===== src/rtl/switch_reader_pkg.sv =====
// ============================================================================
// Module      : switch_reader_pkg
// Description : Shared types and default constants for the debounced switch
//               reader and its per-bit debounce filter.
// Revision    : 1.0 - initial release
// ============================================================================
`default_nettype none

package switch_reader_pkg;

  localparam int SR_DEFAULT_WIDTH    = 8;
  localparam int SR_DEFAULT_DEBOUNCE = 50000;
  localparam int SR_MIN_SYNC         = 2;

  // Per-bit filter state: IDLE while the synchronised level agrees with the
  // published level, COUNT while a differing level is being timed.
  typedef enum logic {
    DB_IDLE  = 1'b0,
    DB_COUNT = 1'b1
  } db_state_t;

endpackage : switch_reader_pkg

`default_nettype wire


===== src/rtl/debounce_bit.sv =====
// ============================================================================
// Module      : debounce_bit
// Description : One switch input: synchroniser chain, two-state debounce FSM
//               and persistence counter. Publishes the accepted stable level
//               and a one-cycle flip pulse, asserted combinationally in the
//               cycle whose closing edge updates the stable level.
// Revision    : 1.0 - initial release
// ============================================================================
`default_nettype none

module debounce_bit
  import switch_reader_pkg::*;
#(
  parameter int DEBOUNCE_CYCLES = SR_DEFAULT_DEBOUNCE,
  parameter int SYNC_STAGES     = SR_MIN_SYNC
) (
  input  logic clk,
  input  logic rst_n,
  input  logic sw_i,
  output logic stable_o,
  output logic flip_o
);

  localparam int               CNT_W    = $clog2(DEBOUNCE_CYCLES);
  localparam logic [CNT_W-1:0] CNT_LAST = CNT_W'(DEBOUNCE_CYCLES - 1);
  localparam logic [CNT_W-1:0] CNT_ONE  = CNT_W'(1);

  logic [SYNC_STAGES-1:0] sync_q;
  logic                   sync_w;
  db_state_t              state_q, state_d;
  logic [CNT_W-1:0]       cnt_q, cnt_d;
  logic                   stable_q, stable_d;
  logic                   flip_d;

  // Synchroniser chain: only the last stage feeds the filter.
  always_ff @(posedge clk or negedge rst_n) begin
    if (!rst_n) begin
      sync_q <= '0;
    end else begin
      sync_q <= {sync_q[SYNC_STAGES-2:0], sw_i};
    end
  end

  assign sync_w = sync_q[SYNC_STAGES-1];

  // Filter state, counter and accepted level.
  always_ff @(posedge clk or negedge rst_n) begin
    if (!rst_n) begin
      state_q  <= DB_IDLE;
      cnt_q    <= '0;
      stable_q <= 1'b0;
    end else begin
      state_q  <= state_d;
      cnt_q    <= cnt_d;
      stable_q <= stable_d;
    end
  end

  // Next-state: the counter holds the number of consecutive differing samples
  // seen so far, so entering COUNT already accounts for the first one and the
  // DEBOUNCE_CYCLES-th differing sample commits the new level.
  always_comb begin
    state_d  = state_q;
    cnt_d    = cnt_q;
    stable_d = stable_q;
    flip_d   = 1'b0;
    case (state_q)
      DB_IDLE: begin
        if (sync_w != stable_q) begin
          state_d = DB_COUNT;
          cnt_d   = CNT_ONE;
        end else begin
          cnt_d   = '0;
        end
      end
      DB_COUNT: begin
        if (sync_w == stable_q) begin
          state_d = DB_IDLE;
          cnt_d   = '0;
        end else if (cnt_q == CNT_LAST) begin
          state_d  = DB_IDLE;
          cnt_d    = '0;
          stable_d = sync_w;
          flip_d   = 1'b1;
        end else begin
          cnt_d = cnt_q + 1'b1;
        end
      end
      default: begin
        state_d = DB_IDLE;
        cnt_d   = '0;
      end
    endcase
  end

  assign stable_o = stable_q;
  assign flip_o   = flip_d;

endmodule : debounce_bit

`default_nettype wire


===== src/rtl/switch_reader.sv =====
// ============================================================================
// Module      : switch_reader
// Description : Debounced reader for WIDTH switches. Publishes the stable
//               switch vector plus a sticky change mask with a valid/ack
//               handshake. Optional sticky rising-edge capture is built when
//               the macro SWITCH_READER_RISE_CAPTURE_EN is defined.
// Revision    : 1.0 - initial release
// ============================================================================
`default_nettype none

module switch_reader
  import switch_reader_pkg::*;
#(
  parameter int WIDTH           = SR_DEFAULT_WIDTH,
  parameter int DEBOUNCE_CYCLES = SR_DEFAULT_DEBOUNCE,
  parameter int SYNC_STAGES     = SR_MIN_SYNC
) (
  input  logic             clk,
  input  logic             reset_n,
  input  logic [WIDTH-1:0] sw_in,
  output logic [WIDTH-1:0] sw_state,
  output logic             change_valid,
  output logic [WIDTH-1:0] change_mask,
`ifdef SWITCH_READER_RISE_CAPTURE_EN
  output logic [WIDTH-1:0] rise_latched,
  input  logic [WIDTH-1:0] rise_clear,
`endif
  input  logic             change_ack
);

  logic [WIDTH-1:0] stable_w;
  logic [WIDTH-1:0] flip_w;
  logic [WIDTH-1:0] mask_q, mask_d;
  logic             valid_q, valid_d;
  logic             ack_fire_w;

  for (genvar i = 0; i < WIDTH; i++) begin : g_bit
    debounce_bit #(
      .DEBOUNCE_CYCLES(DEBOUNCE_CYCLES),
      .SYNC_STAGES    (SYNC_STAGES)
    ) u_debounce (
      .clk     (clk),
      .rst_n   (reset_n),
      .sw_i    (sw_in[i]),
      .stable_o(stable_w[i]),
      .flip_o  (flip_w[i])
    );
  end

  assign ack_fire_w = change_ack & valid_q;

  // Accumulate flips; an acknowledge restarts the mask from this cycle's
  // flips so that a flip coinciding with the ack is not lost.
  always_comb begin
    mask_d  = ack_fire_w ? flip_w : (mask_q | flip_w);
    valid_d = |mask_d;
  end

  // Change-event registers.
  always_ff @(posedge clk or negedge reset_n) begin
    if (!reset_n) begin
      mask_q  <= '0;
      valid_q <= 1'b0;
    end else begin
      mask_q  <= mask_d;
      valid_q <= valid_d;
    end
  end

  assign sw_state     = stable_w;
  assign change_mask  = mask_q;
  assign change_valid = valid_q;

`ifdef SWITCH_READER_RISE_CAPTURE_EN
  logic [WIDTH-1:0] rise_q, rise_d;

  // A flip with the old stable level at 0 is a rise; set beats clear.
  always_comb begin
    rise_d = (rise_q & ~rise_clear) | (flip_w & ~stable_w);
  end

  // Sticky rising-edge flags.
  always_ff @(posedge clk or negedge reset_n) begin
    if (!reset_n) begin
      rise_q <= '0;
    end else begin
      rise_q <= rise_d;
    end
  end

  assign rise_latched = rise_q;
`endif

endmodule : switch_reader

`default_nettype wire


===== config.mk =====
export PLATFORM = sky130hd
export DESIGN_NAME = switch_reader
export DESIGN_NICKNAME = d
export VERILOG_FILES = /design/src/rtl/switch_reader_pkg.sv /design/src/rtl/debounce_bit.sv /design/src/rtl/switch_reader.sv
export SDC_FILE = /design/constraint.sdc
export NUM_CORES = 1
export LEC_CHECK = 0
export CAP_MARGIN = 25
export CORE_MARGIN = 2
export CORE_UTILIZATION = 35
export DETAILED_ROUTE_END_ITERATION = 6
export GPL_TIMING_DRIVEN = 0
export HOLD_SLACK_MARGIN = 0.08
export MAX_ROUTING_LAYER = met4
export SETUP_SLACK_MARGIN = 0.02
export SYNTH_ARGS = -nofsm -noshare
export SYNTH_HDL_FRONTEND = slang
export SYNTH_HIERARCHICAL = 1
export SYNTH_SLANG_ARGS = --single-unit

===== constraint.sdc =====
create_clock -name clk -period 2.5 [get_ports clk]
set_input_delay 0.5 -clock clk [delete_from_list [all_inputs] [get_ports clk]]
set_output_delay 0.5 -clock clk [all_outputs]
set_load 0.01 [all_outputs]

# Word level (Yosys, flattened, before mapping)

Index checks and enable logic that the tools add are counted.

Flip-flop bits (word level): 169
Input port bits: 11
Output and inout port bits: 17
Logic and storage cells: 182

Add/subtract/negate cells: 8
Eq/ne operators: 24
Mux-type cells: 89
Bitwise logic cells: 18
Reductions and logical operators: 9

Operator list:

| operator                                                         | number |
|---|---|
| 16-bit 2-to-1 mux                                                | 16 |
| 16-bit one-hot mux with 2 select lines                           | 8 |
| 16-bit by 1-bit adder with 16-bit output (second input constant) | 8 |
| 16-bit == test (second input constant)                           | 8 |
| 1-bit 2-to-1 mux                                                 | 56 |
| 3-bit AND reduction                                              | 8 |
| 1-bit NOT                                                        | 16 |
| 1-bit one-hot mux with 2 select lines                            | 8 |
| 1-bit == test                                                    | 8 |
| 8-bit 2-to-1 mux                                                 | 1 |
| 1-bit != test                                                    | 8 |
| 8-bit OR                                                         | 1 |
| 8-bit OR reduction                                               | 1 |
| 1-bit bitwise AND                                                | 1 |

# Depth between registers and ports, before layout

Gate-level depths: netlist of run 1.

Word-level depth: 7
Mapped depth: 7
Mapped depth without buffers: 7

# Hierarchy

The synthesis of run 1 kept the hierarchy.

By module, submodules not included:

| module                                  | instances | cells an instance | area an instance (um2) | seq. area each (um2) |
|---|---|---|---|---|
| debounce_bit at g_bit[0].u_debounce ... | 7         | 94                | 979.7                  | 500.5 |
| debounce_bit at g_bit[7].u_debounce     | 1         | 94                | 975.9                  | 500.5 |
| switch_reader                           | 1         | 24                | 331.6                  | 225.2 |

# Worst setup path after synthesis of run 1

No wires, ideal clock.

Path kind: register to register
Start: register g_bit[7].u_debounce.cnt_q[7]
End: register g_bit[7].u_debounce.cnt_q[12]
Setup time: 119 ps
Arrival: 1724 ps
Required time: 2381 ps
Slack: 657 ps
Stages on the path, launching flop included: 7
Buffers on the path: 2
Clock period less this slack: 1843 ps
Cells stage by stage: dfrtp_1 -> or4b_1 -> nor4_4 -> or2_0 -> buf_4 -> buf_6 -> nor2_1

Word-level cells in the longest chain between the ends: 4
Elaborated cells on any way between the ends: 5
Classes of those cells: 1 x add/sub; 1 x eq/ne; 3 x mux

RTL lines:

| what                                                                       | RTL line                               | source |
|---|---|---|
| start: declaration                                                         | debounce_bit.sv:31                     | `logic [CNT_W-1:0] cnt_q, cnt_d;` |
| start signal: assignment                                                   | debounce_bit.sv:54                     | `cnt_q <= cnt_d;` |
| 16-bit by 1-bit adder with 16-bit output or 16-bit == test (tied branches) | debounce_bit.sv:86, debounce_bit.sv:80 |  |
| 16-bit 2-to-1 mux *                                                        | debounce_bit.sv:80                     | `end else if (cnt_q == CNT_LAST) begin` |
| 16-bit 2-to-1 mux *                                                        | debounce_bit.sv:77                     | `if (sync_w == stable_q) begin` |
| 16-bit one-hot mux with 2 select lines *                                   | debounce_bit.sv:67                     | `case (state_q)` |
| named net g_bit[7].u_debounce.cnt_d[12]                                    | debounce_bit.sv:31                     |  |

The timed path passes the listed nets; every way through them passes the cells marked *.
A chain may end at the register's enable or synchronous reset.

# Worst setup path in the final report of run 1

Start: register g_bit[7].u_debounce.cnt_q[7]
End: register valid_q, in the netlist change_valid

Word-level cells in the longest chain between the ends: 7

RTL lines:

| what                   | RTL line            | source |
|---|---|---|
| 16-bit == test *       | debounce_bit.sv:80  |  |
| 1-bit 2-to-1 mux *     | debounce_bit.sv:80  |  |
| 1-bit 2-to-1 mux *     | debounce_bit.sv:77  |  |
| 1-bit 2-to-1 mux *     | debounce_bit.sv:67  |  |
| named net flip_w[7]    | switch_reader.sv:32 | `logic [WIDTH-1:0] flip_w;` |
| 8-bit OR               | switch_reader.sv:55 | `mask_d = ack_fire_w ? flip_w : (mask_q \| flip_w);` |
| 8-bit 2-to-1 mux *     | switch_reader.sv:55 |  |
| 8-bit OR reduction *   | switch_reader.sv:56 | `valid_d = \|mask_d;` |
| named net valid_d      | switch_reader.sv:34 | `logic valid_q, valid_d;` |
| end signal: assignment | switch_reader.sv:66 | `valid_q <= valid_d;` |
| end: declaration       | switch_reader.sv:34 |  |

Marks and branches as above.

==> flow_summary.yaml, run 1 <==
status:
  status: "finished clean"
cts:
  clk_pin_slew_ns: 0.07
  cts-hold-fix-buffers: 1
  post-cts-setup-buffers: 0
  h-tree-depth: 4
  numCtsBuffers: 17
  cts_tree: "yes"
  clock_path_buffers: 2
  cts_sinks: 169
  cts_root_buffer: "clkbuf_16"
  clk_latency_ns: 0.42
  cts_resized: 0
power:
  seqPwrFrac: 0.482
  p_int_mw: 4.55
  p_per_area_nw_per_um2: 611
  vdd_ir_drop_max_uv: 434
  p_leak_nw: 3.85
  p_comb_frac: 0.034
  clock_power_share: 0.485
  power_mw: 5.81
  switching_power_mw: 1.25
  netSwitchingFraction: 0.215
detailed_routing:
  vias_per_cell: 4.85
  via_count: 5579
  wire_per_inst_um: 13.2
  ant_nets: 0
  dr.first_iter.drc_count: 252
  finalWirelength_um: 15100
  drc: 0
  drtPass1Iterations: 6
sta:
  setup_ws_ns: 0.370
  min_period_ns: 2.13
  final-hold-violation-count: 0
  slew_headroom: 0.617
  drv_slew: 0
  tns_ns: 0
  rsz0062_at_grt: "no"
  tightest_slew_ns: 0.574
  setup_violations: 0
  finalCritPeriodShare: 0.852
  fmax_mhz: 469
  fin_skew_ns: 0.00877
yosys:
  synthXorXnorAreaFrac: 0.112
  syn_area_um2: 8170
  synth_cell_types: 34
  syn_inst: 776
  synth_compound_area_frac: 0.0424
  synth_edf_count: 0
  postSynth.asyncResetShare: 1.00
  ys.flop_type: "dfrtp_1"
  synth.yosys.seq_area_share: 0.518
  yosys_warnings: 6
  synthAdderAreaFrac: 0.0123
  synth.area.mux_share: 0.0110
  synth-simple-area-share: 0.272
  ys_ff_latch: 169
  synthesis.nets: 795
  synth_top_family_by_area: "simple AND/OR/NAND/NOR gates"
  synth_area_per_cell_um2: 10.5
placement:
  port_buffers: 27
  dpl_worst_slack_ns: 0.334
  hpwl_um: 10100
  gp_congestion: 0.791
  dp.cells: 1117
setup_path:
  r2r-start: "g_bit[7].u_debounce/cnt_q[7]"
  setup.worst_path.end_class: "flop"
  crit_arrival_ns: 2.46
  r2r-end: "change_valid"
  required_ns: 2.83
  path_class: "reg -> reg"
  critPathMaxFanout: 6
  start_kind: "flop"
  r2r_slack_ns: 0.37
  worstRegToRegCells: 6
layout:
  final_layout_size_suffix_gt1_frac: 0.0896
  layout.nets: 843
  fin_cells: 1150
  syn2layout_area_growth_pct: 16.4
  num_antenna_cells: 0
  final_util: 0.417
  nFillCells: 2219
die:
  core_region_area_um2: 22800
  pin_count: 28
  die_h_um: 157
  row_count: 55
  die_w_um: 157
  start_util: 0.358
  dieArea_um2: 24600
grt:
  gr-total-overflow: 0
  antenna_found_initial: 0
  grt_start_max_net_pins: 116
  grt_pass1_wl_um: 26600
  gr-usage-all-layers: 0.137
  grt_pass1_vias: 5518
hold_path:
  hold_end: "g_bit[7].u_debounce/sync_q[1]"
  hold_class: "reg -> reg"
  hold_start: "g_bit[7].u_debounce/sync_q[0]"
  worstHoldPathCells: 0
flow_run:
  drv_cap: 0
==> layout make-up <==
class / instances / area [µm²] / area share
Timing Repair Buffer: 29 / 313 / 0.0329
Inverter: 24 / 90.1 / 0.00948
Tap cell: 313 / 392 / 0.0412
Buffer: 24 / 180 / 0.0190
Sequential cell: 169 / 4230 / 0.445
Clock inverter: 14 / 195 / 0.0205
Multi-Input combinational cell: 559 / 3670 / 0.386
Clock buffer: 18 / 439 / 0.0462
==> cells by family (layout without fill, tap and decap cells) <==
kind of cell	count (synthesis)	after routing
buffers and inverters	48	109
DFF	169	169
and+or+nand+nor	382	382
xor gates and xnor gates	104	104
AOI/OAI and AO/OA	57	57
muxes	8	8
adders and majority gates	8	8
==> synth_stat cells, types with 7 or more instances <==
cell      number  area (µm²)
nor3_1        16        80.1
buf_6          8        90.1
and4_1        16         140
xor2_1        48         420
nand4_1       48         300
or3_1          8        50.1
buf_4          8        60.1
clkbuf_1       8        30.0
o21ai_0        8        40.0
or4_1          9        67.6
nand3_1       33         165
nand2b_1       8        50.1
inv_1         24        90.1
xnor2_1       56         490
dfrtp_1      169        4230
nand2_1       41         154
or4bb_1       16         180
a21o_1         7        52.6
and2_1         8        50.1
o21a_1         8        60.1
o31ai_1        8        60.1
nor4_4         8         170
nor4_1        18         113
or2_0          8        50.1
ha_1           8         100
or4b_4         7        96.3
a21oi_1       24         120
mux2_2         8        90.1
nor2_1       128         480
and3_1         8        50.1
==> critical path, cell delays in order (launching register included) <==
cell and delay, ns:
dfrtp_1 0.44, or4b_1 0.60, nor4_4 0.39, inv_1 0.07, nor2_1 0.27, nor4_1 0.12
nand3_1 0.16
==> metal layers <==
layer / global-route usage / vias up / share of wire
met5: - / - / 0
met4: 0.0354 / 0 / 0.0077
met3: 0.0352 / 9 / 0.036
met2: 0.209 / 58 / 0.44
met1: 0.183 / 2705 / 0.51
li1: - / 2807 / -
==> placed cells by master (no fill, tap or decap), types with 4 or more instances in the layout <==
cell,instances
a21o_1,7
a21oi_1,24
and2_1,8
and3_1,8
and4_1,16
buf_4,8
buf_6,8
bufinv_16,4
clkbuf_1,8
clkbuf_16,17
clkdlybuf4s50_1,26
dfrtp_1,169
ha_1,8
inv_1,24
mux2_2,8
nand2_1,41
nand2b_1,8
nand3_1,33
nand4_1,48
nor2_1,128
nor3_1,16
nor4_1,18
nor4_4,8
o21a_1,8
o21ai_0,8
o31ai_1,8
or2_0,8
or3_1,8
or4_1,9
or4b_4,7
or4bb_1,16
xnor2_1,56
xor2_1,48
==> registers in the layout, summed over array words and instances, names as in the netlist <==
signal and count:
change_mask 8, change_valid 1, g_bit.u_debounce/sync_q 16, g_bit.u_debounce/state_q 8
g_bit.u_debounce/cnt_q 128, g_bit.u_debounce/stable_o 8
==> through the flow <==
stage / cell area [µm²] / hold WS (ns)
global route: 9500 / 0.347
finish: 9500 / 0.346
CTS: 9500 / 0.344
global placement: 8830 / 0.334
detailed placement: 8860 / 0.335
floorplan: 8170 / 0.204
==> power groups by stage <==
stage                     Sequential [mW]  Combinational (mW)  Clock (mW)
after detailed placement             2.85               0.204           0
after floorplan                      2.84               0.102           0
final                                2.80               0.196        2.81
after global routing                 2.80               0.231        3.03
after global placement               2.85               0.197           0
after CTS                            2.80               0.206        2.91
==> worst max path at each step <==
stage,startpoint,end,slack (ns),cells after the start
after detailed placement,g_bit[7].u_debounce/cnt_q[7],change_valid,0.33,6
final,g_bit[7].u_debounce/cnt_q[7],change_valid,0.37,6
after global routing,g_bit[7].u_debounce/cnt_q[7],change_valid,0.21,6
after floorplan,g_bit[7].u_debounce/cnt_q[7],g_bit[7].u_debounce/cnt_q[12],0.66,6
after CTS,g_bit[7].u_debounce/cnt_q[7],change_valid,0.32,6
after global placement,reset_n,g_bit[5].u_debounce/cnt_q[8],-6.30,1
Note: power is estimated with default switching activity, not from simulation.
==> run 2: changes to the inputs <==
- PLACE_DENSITY: default -> 0.48
==> run 2 against run 1 <==
Compared with the run above: hold slack better by 0.0045 ns; first-iteration DRC count down 3.6%; critical path depth unchanged; clock-buffer cell count up 1; utilization about the same; final area about the same; sequential power about the same; clock power up 1%; setup slack worse by 0.014 ns; non-clock buffer count unchanged; clock skew down 0.0026 ns; critical endpoint unchanged.
==> flow_summary.yaml, run 2 (synthesis gave the netlist of run 1 again) <==
die:
  row_count: 55
  dieArea_um2: 24600
  pin_count: 28
  core_region_area_um2: 22800
  die_h_um: 157
  die_w_um: 157
  start_util: 0.358
power:
  seqPwrFrac: 0.478
  clock_power_share: 0.487
  p_comb_frac: 0.034
  vdd_ir_drop_max_uv: 384
  p_leak_nw: 3.85
  netSwitchingFraction: 0.206
  p_per_area_nw_per_um2: 615
  p_int_mw: 4.64
  switching_power_mw: 1.20
layout:
  final_common_cell: "dfrtp_1"
  layout_common_cells: "dfrtp_1, nor2_1, xnor2_1"
  largest_reg_flops: 128
  syn2layout_area_growth_pct: 16.5
  max_flop_register: "g_bit.u_debounce/cnt_q"
  reg.largest.list: "g_bit.u_debounce/cnt_q (128), g_bit.u_debounce/sync_q (16)"
  num_antenna_cells: 0
  layout.nets: 843
  final_layout_size_suffix_gt1_frac: 0.0873
detailed_routing:
  drtPass1Iterations: 4
  wire_per_inst_um: 13.6
  drc: 0
  vias_per_cell: 4.92
  via_count: 5653
  ant_nets: 0
  dr.first_iter.drc_count: 243
  finalWirelength_um: 15700
sta:
  drv_slew: 0
  setup_violations: 0
  fin_skew_ns: 0.00619
  finalCritPeriodShare: 0.858
  rsz0062_at_grt: "no"
  whs_ns: 0.350
  slew_headroom: 0.610
  tns_ns: 0
  fmax_mhz: 466
  final-hold-violation-count: 0
  min_period_ns: 2.14
  tightest_slew_ns: 0.586
setup_path:
  crit_arrival_ns: 2.49
  critPathMaxFanout: 6
  r2r-start: "g_bit[3].u_debounce/cnt_q[7]"
  cp-endpoint: "change_valid"
  path_class: "reg -> reg"
  startpoint: "g_bit[3].u_debounce/cnt_q[7]"
  start_kind: "flop"
  r2r-end: "change_valid"
  r2r_slack_ns: 0.36
  setup.worst_path.end_class: "flop"
  worstRegToRegCells: 6
  required_ns: 2.85
cts:
  clk_pin_slew_ns: 0.06
  clock_path_buffers: 2
  h-tree-depth: 4
  cts_root_buffer: "clkbuf_16"
  cts_sinks: 169
  clk_latency_ns: 0.41
  cts_tree: "yes"
  numCtsBuffers: 17
status:
  status: "finished clean"
grt:
  grt_start_max_net_pins: 96
  gr-total-overflow: 0
  grt_pass1_wl_um: 27700
  antenna_found_initial: 0
  gr-usage-all-layers: 0.143
  grt_pass1_vias: 5603
placement:
  hpwl_um: 10700
  gp_congestion: 0.820
  port_buffers: 27
flow_run:
  drv_cap: 0
hold_path:
  hold_class: "reg -> reg"
  worstHoldPathCells: 0
run 2: metrics by stage:
stage,setup WS [ns],instance area [µm²],utilization,total power [mW],std cells
2_1_floorplan,0.657,8170,-,2.94,776
3_3_place_gp,-6.10,8830,0.388,3.04,1116
5_1_grt,0.252,9510,0.418,6.12,1149
6_report,0.355,9510,0.418,5.85,1149
4_1_cts,0.295,9510,0.418,5.97,1149
3_5_place_dp,0.314,8860,0.389,3.06,1117
run 2: layer usage:
layer	part of all wire	vias up	track usage	wire length, µm
li1	-	2816	-	-
met1	0.49	2787	0.188	7730
met2	0.48	45	0.225	7450
met3	0.024	5	0.0363	373
met4	0.0068	0	0.0310	107
met5	0	-	-	0
run 2: what timing repair did:
action	in CTS	in global routing
resized for setup	0	0
setup buffers	0	0
hold buffers	1	0
endpoints found under the setup margin	0	0
hold endpoints to repair	2	0
run 2: layout make-up:
type | count | area [µm²]
Fill cell | 2186 | 13300
Sequential cell | 169 | 4230
Multi-Input combinational cell | 559 | 3670
Clock buffer | 19 | 443
Tap cell | 313 | 392
Timing Repair Buffer | 29 | 313
Clock inverter | 12 | 198
Buffer | 24 | 180
Inverter | 24 | 90.1
run 2: worst max-delay path, stage by stage, from the launching register on:
cell	delay (ns)
dfrtp_1	0.43
or4b_4	0.56
nor4_4	0.41
inv_1	0.09
nor2_1	0.30
nor4_1	0.16
nand3_1	0.11
run 2: how the worst min path moves through the flow:
stage | start | end
6_report | g_bit[5].u_debounce/sync_q[0] | g_bit[5].u_debounce/sync_q[1]
2_1_floorplan | reset_n | change_mask[0]
5_1_grt | g_bit[5].u_debounce/sync_q[0] | g_bit[5].u_debounce/sync_q[1]
3_5_place_dp | g_bit[2].u_debounce/sync_q[0] | g_bit[2].u_debounce/sync_q[1]
3_3_place_gp | g_bit[4].u_debounce/sync_q[0] | g_bit[4].u_debounce/sync_q[1]
4_1_cts | g_bit[7].u_debounce/sync_q[0] | g_bit[7].u_debounce/sync_q[1]
run 2: power by group through the flow:
| stage | Clock (mW) | Combinational (mW) | Sequential [mW] |
|---|---|---|---|
| 2_1_floorplan | 0 | 0.102 | 2.84 |
| 3_3_place_gp | 0 | 0.196 | 2.85 |
| 3_5_place_dp | 0 | 0.207 | 2.85 |
| 4_1_cts | 2.96 | 0.209 | 2.80 |
| 5_1_grt | 3.08 | 0.233 | 2.80 |
| 6_report | 2.85 | 0.199 | 2.80 |
==> run 3: changes to the inputs <==
- CAP_MARGIN: 25 -> 20
- clock period: 2.5 -> 2.25 ns (I/O delays scaled with it)
==> run 3 against run 2 <==
Compared with the run above: combinational power is 12% higher; routed wire length is 0.19% higher; power is 11% higher; final area hardly changed; sequential share of layout area hardly changed; first-iteration DRC count is 2.1% lower.
==> flow_summary.yaml, run 3 (synthesis gave the netlist of run 1 again) <==
placement:
  hpwl_um: 10700
  dp.cells: 1117
  gp_congestion: 0.820
  port_buffers: 27
  place_area_um2: 8860
detailed_routing:
  drc: 0
  wl_met2_um: 7480
  top_layer: "met4"
  route.met3.wl_um: 377
  wire_per_inst_um: 13.7
  wl_met1_um: 7730
  finalWirelength_um: 15700
  via_count: 5663
  ant_nets: 0
  drtPass1Iterations: 4
  dr.first_iter.drc_count: 238
  vias_per_cell: 4.93
power:
  p_comb_frac: 0.034
  seqPwrFrac: 0.478
  clock_power_share: 0.487
  p_leak_nw: 3.85
  p_int_mw: 5.16
  power_mw: 6.50
  p_per_area_nw_per_um2: 683
  netSwitchingFraction: 0.206
  switching_power_mw: 1.34
  vdd_ir_drop_max_uv: 427
setup_path:
  setup.worst_path.end_class: "flop"
  start_kind: "flop"
  path_class: "reg -> reg"
  r2r-start: "g_bit[3].u_debounce/cnt_q[7]"
  required_ns: 2.60
  crit_arrival_ns: 2.40
  critPathMaxFanout: 6
  startpoint: "g_bit[3].u_debounce/cnt_q[7]"
die:
  die_w_um: 157
  start_util: 0.358
  pin_count: 28
  dieArea_um2: 24600
  core_region_area_um2: 22800
  die_h_um: 157
  row_count: 55
hold_path:
  hold_class: "reg -> reg"
  hold_start: "g_bit[5].u_debounce/sync_q[0]"
layout:
  reg.largest.list: "g_bit.u_debounce/cnt_q (128), g_bit.u_debounce/sync_q (16)"
  fin_cells: 1149
  largest_reg_flops: 128
  final_util: 0.418
  syn2layout_area_growth_pct: 16.5
  final_cell_area_um2: 9510
  max_flop_register: "g_bit.u_debounce/cnt_q"
  nFillCells: 2187
  num_antenna_cells: 0
  layout_common_cells: "dfrtp_1, nor2_1, xnor2_1"
  final_layout_size_suffix_gt1_frac: 0.0885
  layout.nets: 843
  final_common_cell: "dfrtp_1"
sta:
  min_period_ns: 2.05
  setup_violations: 0
  final-hold-violation-count: 0
  finalCritPeriodShare: 0.912
  rsz0062_at_grt: "no"
  fmax_mhz: 487
  drv_slew: 0
  fin_skew_ns: 0.00619
  slew_headroom: 0.610
  tightest_slew_ns: 0.585
  tns_ns: 0
grt:
  grt_start_max_net_pins: 96
  gr-usage-all-layers: 0.143
  antenna_found_initial: 0
  grt_pass1_vias: 5603
  grt_pass1_wl_um: 27700
  gr-total-overflow: 0
cts:
  cts_tree: "yes"
  clk_latency_ns: 0.41
  h-tree-depth: 4
  numCtsBuffers: 17
  cts_sinks: 169
  clock_path_buffers: 2
  clk_pin_slew_ns: 0.06
  cts_root_buffer: "clkbuf_16"
flow_run:
  drv_cap: 0
status:
  status: "finished clean"
[run 3: area by class of cell]
class | count | area, µm² | area share
plain buffers | 24 | 180 | 0.0189
clock buffers | 19 | 443 | 0.0466
clock inverters | 12 | 198 | 0.0208
inverters | 24 | 90.1 | 0.00947
multi-input cells | 559 | 3670 | 0.386
flip-flops and latches | 169 | 4230 | 0.445
well taps | 313 | 392 | 0.0412
repair buffers | 29 | 313 | 0.0329
[run 3: what timing repair did]
item	CTS	global route
resized for setup	0	1
setup endpoints to repair	0	1
endpoints found under the hold margin	74	0
hold buffers	1	0
buffers inserted	0	0
[run 3: per-layer routing]
layer  track usage  up-vias
met5             -        -
met4        0.0310        0
met2         0.225       47
met1         0.188     2795
met3        0.0363        5
li1              -     2816
[run 3: final timing paths]
check                                                     end  slack [ns]  depth (start not counted)
worst max-delay path                             change_valid        0.20                          6
worst min-delay path            g_bit[5].u_debounce/sync_q[1]        0.35                          0
worst max register to register                   change_valid        0.20                          6
worst min register to register  g_bit[5].u_debounce/sync_q[1]        0.35                          0
max in group asynchronous        g_bit[2].u_debounce/cnt_q[9]        0.79                          3
min in group asynchronous       g_bit[6].u_debounce/cnt_q[12]        0.60                          2
[run 3: power by group through the flow]
stage,registers [mW],logic [mW],clock network (mW)
after floorplan,3.16,0.113,0
after global placement,3.16,0.218,0
after detailed placement,3.16,0.230,0
after CTS,3.11,0.233,3.29
after global routing,3.11,0.259,3.43
final,3.11,0.222,3.17
[run 3: worst max-delay path, stage by stage, from the launching register on]
cell	delay, ns
dfrtp_1	0.43
or4b_4	0.56
nor4_4	0.41
inv_1	0.11
nor2_2	0.23
nor4_1	0.13
nand3_1	0.10
[run 3: metrics by stage]
| stage | setup WS (ns) | hold WS (ns) |
|---|---|---|
| after floorplan | 0.407 | 0.154 |
| after global placement | -6.30 | 0.332 |
| after detailed placement | 0.0638 | 0.336 |
| after CTS | 0.0445 | 0.350 |
| after global routing | 0.0909 | 0.368 |
| final | 0.199 | 0.350 |
